File: src/rtl/ram_march_bist.sv
// March BIST initiator for a 1W/1R synchronous RAM: W0 asc, R0 asc, W1 asc, R1 desc.
// Reads are checked through a valid/address delay line matched to the RAM read latency.
module ram_march_bist #(
  parameter int                 DATA_W  = 8,
  parameter int                 ADDR_W  = 4,
  parameter logic [DATA_W-1:0]  PATTERN = 8'h55,
  parameter int                 RD_LAT  = 1,
  parameter int                 ERR_W   = 8
) (
  input  logic              clk,
  input  logic              rst,
  input  logic              start,
  output logic              wr_en,
  output logic [ADDR_W-1:0] wr_addr,
  output logic [DATA_W-1:0] wr_data,
  output logic [ADDR_W-1:0] rd_addr,
  input  logic [DATA_W-1:0] rd_data,
  output logic              busy,
  output logic              done,
  output logic              pass,
  output logic [ERR_W-1:0]  err_count,
  output logic [ADDR_W-1:0] fail_addr,
  output logic [DATA_W-1:0] fail_data
);

  typedef enum logic [2:0] {IDLE, W0, R0, W1, R1, DONE} state_t;

  localparam logic [ADDR_W-1:0] LAST_ADDR = '1;

  state_t            state_reg;
  // Stage 0 tags the address currently on rd_addr; stage RD_LAT lines up with rd_data.
  logic [RD_LAT:0]   vld_reg;
  logic [RD_LAT:0]   last_reg;
  logic [ADDR_W-1:0] addr_reg [1:RD_LAT];

  logic [DATA_W-1:0] expected;
  logic              mismatch;
  logic [ERR_W-1:0]  err_next;
  logic [ADDR_W-1:0] addr_step;
  logic [ADDR_W-1:0] end_addr;

  always_comb begin
    expected  = (state_reg == R1) ? ~PATTERN : PATTERN;
    mismatch  = vld_reg[RD_LAT] && (rd_data != expected);
    err_next  = err_count;
    if (mismatch && (err_count != '1)) begin
      err_next = err_count + ERR_W'(1);
    end
    addr_step = (state_reg == R1) ? (rd_addr - ADDR_W'(1)) : (rd_addr + ADDR_W'(1));
    end_addr  = (state_reg == R1) ? '0 : LAST_ADDR;
  end

  always_ff @(posedge clk) begin
    if (rst) begin
      state_reg <= IDLE;
      wr_en     <= 1'b0;
      wr_addr   <= '0;
      wr_data   <= '0;
      rd_addr   <= '0;
      busy      <= 1'b0;
      done      <= 1'b0;
      pass      <= 1'b0;
      err_count <= '0;
      fail_addr <= '0;
      fail_data <= '0;
      vld_reg   <= '0;
      last_reg  <= '0;
      for (int i = 1; i <= RD_LAT; i++) begin
        addr_reg[i] <= '0;
      end
    end else begin
      vld_reg[0]  <= 1'b0;
      last_reg[0] <= 1'b0;
      for (int i = 1; i <= RD_LAT; i++) begin
        vld_reg[i]  <= vld_reg[i-1];
        last_reg[i] <= last_reg[i-1];
      end
      addr_reg[1] <= rd_addr;
      for (int i = 2; i <= RD_LAT; i++) begin
        addr_reg[i] <= addr_reg[i-1];
      end

      err_count <= err_next;
      if (mismatch && (err_count == '0)) begin
        fail_addr <= addr_reg[RD_LAT];
        fail_data <= rd_data;
      end

      case (state_reg)
        IDLE, DONE: begin
          if (start) begin
            state_reg <= W0;
            busy      <= 1'b1;
            done      <= 1'b0;
            pass      <= 1'b0;
            err_count <= '0;
            fail_addr <= '0;
            fail_data <= '0;
            wr_en     <= 1'b1;
            wr_addr   <= '0;
            wr_data   <= PATTERN;
          end
        end
        W0, W1: begin
          if (wr_addr == LAST_ADDR) begin
            wr_en       <= 1'b0;
            vld_reg[0]  <= 1'b1;
            last_reg[0] <= 1'b0;
            if (state_reg == W0) begin
              state_reg <= R0;
              rd_addr   <= '0;
            end else begin
              state_reg <= R1;
              rd_addr   <= LAST_ADDR;
            end
          end else begin
            wr_addr <= wr_addr + ADDR_W'(1);
          end
        end
        R0, R1: begin
          if (vld_reg[0] && !last_reg[0]) begin
            rd_addr     <= addr_step;
            vld_reg[0]  <= 1'b1;
            last_reg[0] <= (addr_step == end_addr);
          end
          // The phase closes on the edge that checks its final read.
          if (vld_reg[RD_LAT] && last_reg[RD_LAT]) begin
            if (state_reg == R0) begin
              state_reg <= W1;
              wr_en     <= 1'b1;
              wr_addr   <= '0;
              wr_data   <= ~PATTERN;
            end else begin
              state_reg <= DONE;
              busy      <= 1'b0;
              done      <= 1'b1;
              pass      <= (err_next == '0);
            end
          end
        end
        default: state_reg <= IDLE;
      endcase
    end
  end

endmodule

File: config.mk
export PLATFORM = sky130hd
export DESIGN_NAME = ram_march_bist
export DESIGN_NICKNAME = d
export VERILOG_FILES = /design/src/rtl/ram_march_bist.sv
export SDC_FILE = /design/constraint.sdc
export NUM_CORES = 1
export LEC_CHECK = 0
export CAP_MARGIN = 10
export CORE_AREA = 2 2 85 87
export DETAILED_ROUTE_END_ITERATION = 6
export DIE_AREA = 0 0 87 89
export SLEW_MARGIN = 20
export SYNTH_ARGS = -nofsm -noshare
export SYNTH_HDL_FRONTEND = slang
export SYNTH_SLANG_ARGS = --single-unit
File: constraint.sdc
create_clock -name clk -period 2.74 [get_ports clk]
set_input_delay 0.548 -clock clk [delete_from_list [all_inputs] [get_ports clk]]
set_output_delay 0.548 -clock clk [all_outputs]
set_load 0.005 [all_outputs]
==> qor.yml <==
cts:
  holdBufCountCts: 0
  insertion_delay_ns: 0.30
  cts_root_buf: "clkbuf_8"
  post_cts_resized: 0
  numCtsBuffers: 5
  h-tree-depth: 2
  post-cts-setup-buffers: 0
  cts.path.max_buffers: 2
  clk_pin_slew_worst_paths_ns: 0.08
  cts_tree: "done"
  clock_sinks: 45
drt:
  vias_per_cell: 4.878
  wl_mm: 5.063
  top_layer_used: "met4"
  first_pass_iters: 4
  dr_wl_met2_mm: 2.266
  wl_met3_um: 202
  drtAntennaViolNets: 0
  drt_iter0_drc: 64
  routedWlPerCell_um: 12.88
  m1WireLength_mm: 2.523
  via_count: 1917
  drcViolationCount: 0
sta:
  fin_setup_tns_ns: 0
  fin_crit_ns: 2.481
  drv_slew: 0
  max_freq_mhz: 403.1
  relSlewSlack: 0.4550
  tightest_slew_ns: 0.8167
  whs_ns: 0.4638
  fin_crit_sh: 0.9054
  skew_ns: 0.004824
  finalHoldViolations: 0
  setup_violations: 0
  grt_setup_unrepaired: "no"
place:
  place_area_mm2: 0.002851
  io_buffers: 50
  dp_hpwl_mm: 3.682
  gp_congestion: 0.7962
  place_inst: 386
cells_and_area:
  stdcell_area_mm2: 0.002938
  final_common_cell: "clkdlybuf4s50_1"
  drive_gt1_frac: 0.07029
  fin_cells: 393
  fill_cells: 648
  layout_common_cells: "50 x clkdlybuf4s50_1, 45 x nor2_1, 45 x dfxtp_1"
  reg_top3: "err_count (8), fail_data (8)"
  fin_nets: 330
  syn2layout_area_growth_pct: 27.82
  diodes: 0
floorplanning:
  num_rows: 30
  dieArea_mm2: 0.007743
  die_y_um: 89
  start_util: 0.3421
  fp.coreArea_mm2: 0.006719
  fp.dieW_um: 87
  top_level_ports: 51
yosys:
  ys_warn_count: 0
  syn-num-nets: 284
  synthCells: 267
  synth_area_mm2: 0.002298
  ys_ff_latch: 45
  ys.flop_type: "dfxtp_1"
  synth_xor_area_frac: 0.05716
  synthMuxAreaShare: 0.07458
  yosysUniqueCellTypes: 51
  async_flop_share: 0
  synthSimpleGateAreaFrac: 0.2319
  yosys.area_share.adder: 0.03593
  synth_top_family_by_area: "simple AND/OR/NAND/NOR gates"
  yosysSeqAreaShare: 0.3919
  synth_area_per_cell_um2: 8.608
  synth_edf_count: 0
  synth-compound-area-share: 0.1383
pwr:
  switchingPower_mw: 0.2788
  p_per_area_mw_per_mm2: 409.7
  p_leak_nw: 1.059
  swShare: 0.2317
  pwr-share-seq: 0.556
  p_int_mw: 0.9246
  power_frac_comb: 0.097
  power.total_mw: 1.203
  peakVddDrop_uv: 190.5
  pwr-share-clk: 0.347
hold_path:
  holdPathStages: 1
  hold_path.class: "flip-flop to flip-flop"
global_routing:
  grt_pass1_vias: 1719
  grt_pass1_wl_mm: 8.010
  grt_start_max_net_pins: 22
  antenna_found_initial: 0
  grt_use_total: 0.1317
  grt_overflow_total: 0
setup_path:
  startpoint_type: "input pin"
  cp.arrival_ns: 2.69
  end_kind: "flip-flop"
  timing_worst_setup_path_type: "input pin to flip-flop"
  cp_max_fo: 8
  rr_worst_depth: 9
  worstPathRequired_ns: 2.95
flow_run:
  max-cap-violations: 0
run_status:
  status: "complete, no violations"
[per-stage QoR]
step,worst slack [ns],util
floorplan,0.4414,-
global placement,0.05239,0.4244
detailed placement,0.01113,0.4244
CTS,0.2553,0.4372
global route,0.2106,0.4372
finish,0.2592,0.4372
[critical path: stages]
cell and delay (ns):
clkdlybuf4s50_1 0.51, nor4bb_1 0.54, a21oi_4 0.12, o21ba_1 0.31, mux2_1 0.25, o2111ai_1 0.12
o31ai_1 0.29
[final timing paths]
check | slack, ns | endpoint | start
setup / recovery | 0.26 | pass | rd_data[3]
hold / removal | 0.46 | vld_reg[1] | vld_reg[0]
setup reg to reg | 0.39 | rd_addr[3] | state_reg[0]
hold reg to reg | 0.46 | vld_reg[1] | vld_reg[0]
[synthesized netlist by cell type (2+ instances only)]
cell type  number  area (µm²)
nand3_1         6       30.03
buf_4           7       52.55
or3_1           2       12.51
buf_2           2       10.01
ha_1            5       62.56
a21oi_1        17       85.08
nor3_1          3       15.01
a31oi_1         2       12.51
mux2i_1        16       160.2
buf_6           2       22.52
and2_1          3       18.77
inv_1           8       30.03
nand3b_1        2       15.01
nand4_1         3       18.77
xnor2_1         9       78.83
xor2_1          6       52.55
a22oi_1         2       15.01
clkbuf_1        9       33.78
o21ai_0         7       35.03
nor2b_1         9       56.30
nand2b_1        2       12.51
and3_1          5       31.28
a21o_1          2       15.01
nor2_1         45       168.9
dfxtp_1        45       900.9
a211o_1         4       35.03
nor4bb_1        4       40.04
nand2_1        17       63.81
[power groups by stage]
stage / Sequential, mW / Combinational [mW] / Clock, mW
detailed placement: 0.685 / 0.117 / 0
CTS: 0.670 / 0.117 / 0.434
finish: 0.669 / 0.116 / 0.418
floorplan: 0.685 / 0.0627 / 0
global placement: 0.685 / 0.117 / 0
global route: 0.671 / 0.127 / 0.462
[final cells by class]
class / count / area [µm²] / area share
flip-flops and latches: 45 / 900.9 / 0.3066
well taps: 80 / 100.1 / 0.03407
clock buffers: 7 / 86.33 / 0.02939
repair buffers: 60 / 575.6 / 0.1959
multi-input cells: 192 / 1236 / 0.4208
inverters: 9 / 38.79 / 0.01320
[routing by layer]
metal / vias to the layer above / global-route usage
met2: 31 / 0.2096
met4: 0 / 0.05540
met1: 880 / 0.1676
met3: 5 / 0.03786
li1: 1001 / -
met5: - / 0
[cells by family after synthesis]
group	after synthesis
muxes	17
AOI/OAI and AO/OA	47
and+or+nand+nor	107
xor gates and xnor gates	15
buffers and inverters	30
DFF	45
adders and majority gates	6
No activity file was read; power rests on OpenSTA's default activity.
==> variant (same settings) <==
Change the parameter `RD_LAT` from 1 to 2.
--- a/src/rtl/ram_march_bist.sv
+++ b/src/rtl/ram_march_bist.sv
@@ -4,7 +4,7 @@
   parameter int                 DATA_W  = 8,
   parameter int                 ADDR_W  = 4,
   parameter logic [DATA_W-1:0]  PATTERN = 8'h55,
-  parameter int                 RD_LAT  = 1,
+  parameter int                 RD_LAT  = 2,
   parameter int                 ERR_W   = 8
 ) (
   input  logic              clk,
Formal check against the unedited RTL: same outputs for any inputs over 10 cycles, from zero or initial values and one cycle with rst high; that may be too few to reach the edited logic, so the function may still have changed.
==> variant against the original RTL <==
  * Combinational power increased by 3%
  * Non-clock buffer count increased by 4
  * Design area increased by 8.3%
  * Clock power increased by 26%
  * Worst setup slack got worse by 24 ps
  * Clock skew increased by 3.8 ps
  * Sequential cell count increased by 6
  * Core utilization increased by 3.6 points
  * Via count increased by 4.5%
  * Power increased by 17%
  * Sequential share of layout area increased by 1.4 points
  * Wire length increased by 3.2%
  * Highest routed layer unchanged
  * Area after synthesis increased by 7.2%
==> variant: results (changes against the original RTL) <==
Synth area leaders dfxtp_1 41%, mux2i_1 7.3%, nor2_1 7.3%, nor2b_1 3.3%, xor2_1 3.2%; Distinct cells, synth 49 (-3.9%); Total Routed Length 5224 um (+3.2%); CP max FO 2 (-6); leakage power 1.172 nW (+11%); reg2reg start state_reg[2]; vias 2003 (+4.5%); fin nets 340 (+3.0%); Post-Syn Nets 291 (+2.5%); Post-Place Setup Slack -65.89 ps (-77.02 ps); Slew @ Worst Pin 649.4 ps (-167.3 ps); setup slack, reg-to-reg 480 ps (+90 ps); Post-synth top cells 51 x dfxtp_1, 48 x nor2_1, 18 x mux2i_1; WP data arrival 2750 ps (+60 ps); R2R cell count 6 (-3); final setup violation count 0 (unchanged); largest net degree at the start of global routing 24 (+9.1%); clk slew on worst S/H paths 100 ps (+20 ps); clock skew 8.654 ps (+3.830 ps); vias in the first global route 1818 (+5.8%); reg2reg end last_reg[0]; HPWL after detailed placement 3805 um (+3.3%); routability cong. 0.7880 (-1.0%); register area share after synthesis 41.42% (+2.2 points); share of cells above drive strength 1 8.951% (+1.9 points); outcome complete, no violations; Hold EP addr_reg[2][3]; WL met1 2557 um (+1.3%); # fillers 643 (-0.77%); met2 WL 2366 um (+4.4%); critical path's slowest cell or4bb_1; maximum vdd drop 0.1862 mV (-2.3%); Hold Slack 443.4 ps (-20.47 ps); GRT Overall Usage 13.88% (+0.70 points); dpl cell area 3067 um^2 (+7.5%); met3 WL 235 um (+16%)
[variant: cell count changes after synthesis, moves of 3 or more]
cell,delta
nand4bb_1,+3
clkbuf_1,+4
o21ai_0,-6
nand4_1,+4
nand2_1,-8
nor2b_1,+4
nor4bb_1,-4
xor2_1,+3
nor2_1,+3
dfxtp_1,+6
[variant: worst max-delay path by stage]
stage                from   end  slack (ps)
4_1_cts        rd_data[2]  pass         250
2_1_floorplan  rd_data[1]  pass         510
5_1_grt        rd_data[2]  pass         110
3_3_place_gp   rd_data[2]  pass         -60
3_5_place_dp   rd_data[2]  pass         -70
6_report       rd_data[2]  pass         230
[variant: stage by stage]
| step | util, % | TNS [ps] | instances |
|---|---|---|---|
| 5_1_grt | 47.36 | 0 | 404 |
| 4_1_cts | 47.36 | 0 | 404 |
| 3_3_place_gp | 45.64 | -59.90 | 396 |
| 6_report | 47.36 | 0 | 404 |
| 2_1_floorplan | - | 0 | 274 |
| 3_5_place_dp | 45.64 | -65.89 | 396 |
[variant: report_power, final]
group          leakage (nW)  internal (mW)  total, mW  switching (mW)
clock                0.0548          0.275      0.528           0.253
sequential            0.412          0.749      0.758         0.00841
combinational         0.705         0.0656      0.120          0.0542
total                  1.17           1.09       1.41           0.316
[variant: worst register-to-register path, cell delays in order (launching register included)]
cell	delay, ps
dfxtp_1	340
or3b_1	540
fa_1	450
xor2_1	190
or4_1	400
mux2i_1	130
and4b_1	180
[variant: cell type report]
cell class | count | area, um^2 | share of cell area, %
Clock buffer | 5 | 68.82 | 2.163
Timing Repair Buffer | 64 | 618.1 | 19.43
Inverter | 8 | 42.54 | 1.337
Clock inverter | 3 | 46.29 | 1.455
Sequential cell | 51 | 1021 | 32.09
Multi-Input combinational cell | 193 | 1285 | 40.39
Tap cell | 80 | 100.1 | 3.146
[variant: cell families after synthesis]
logic type,synth area share [%]
XOR/XNOR,6.041
multiplexers,7.310
flip-flops,41.42
AND/OR/NAND/NOR,23.91
adder cells (fa/ha/maj),3.350
AO/OA/AOI/OAI,11.52
buffers and inverters,6.447
[variant: routing by layer]
layer  GRT usage [%]  vias up
li1                -     1041
met1           18.43      916
met2           22.41       39
met3           3.601        7
met4           3.835        0
met5               0        -
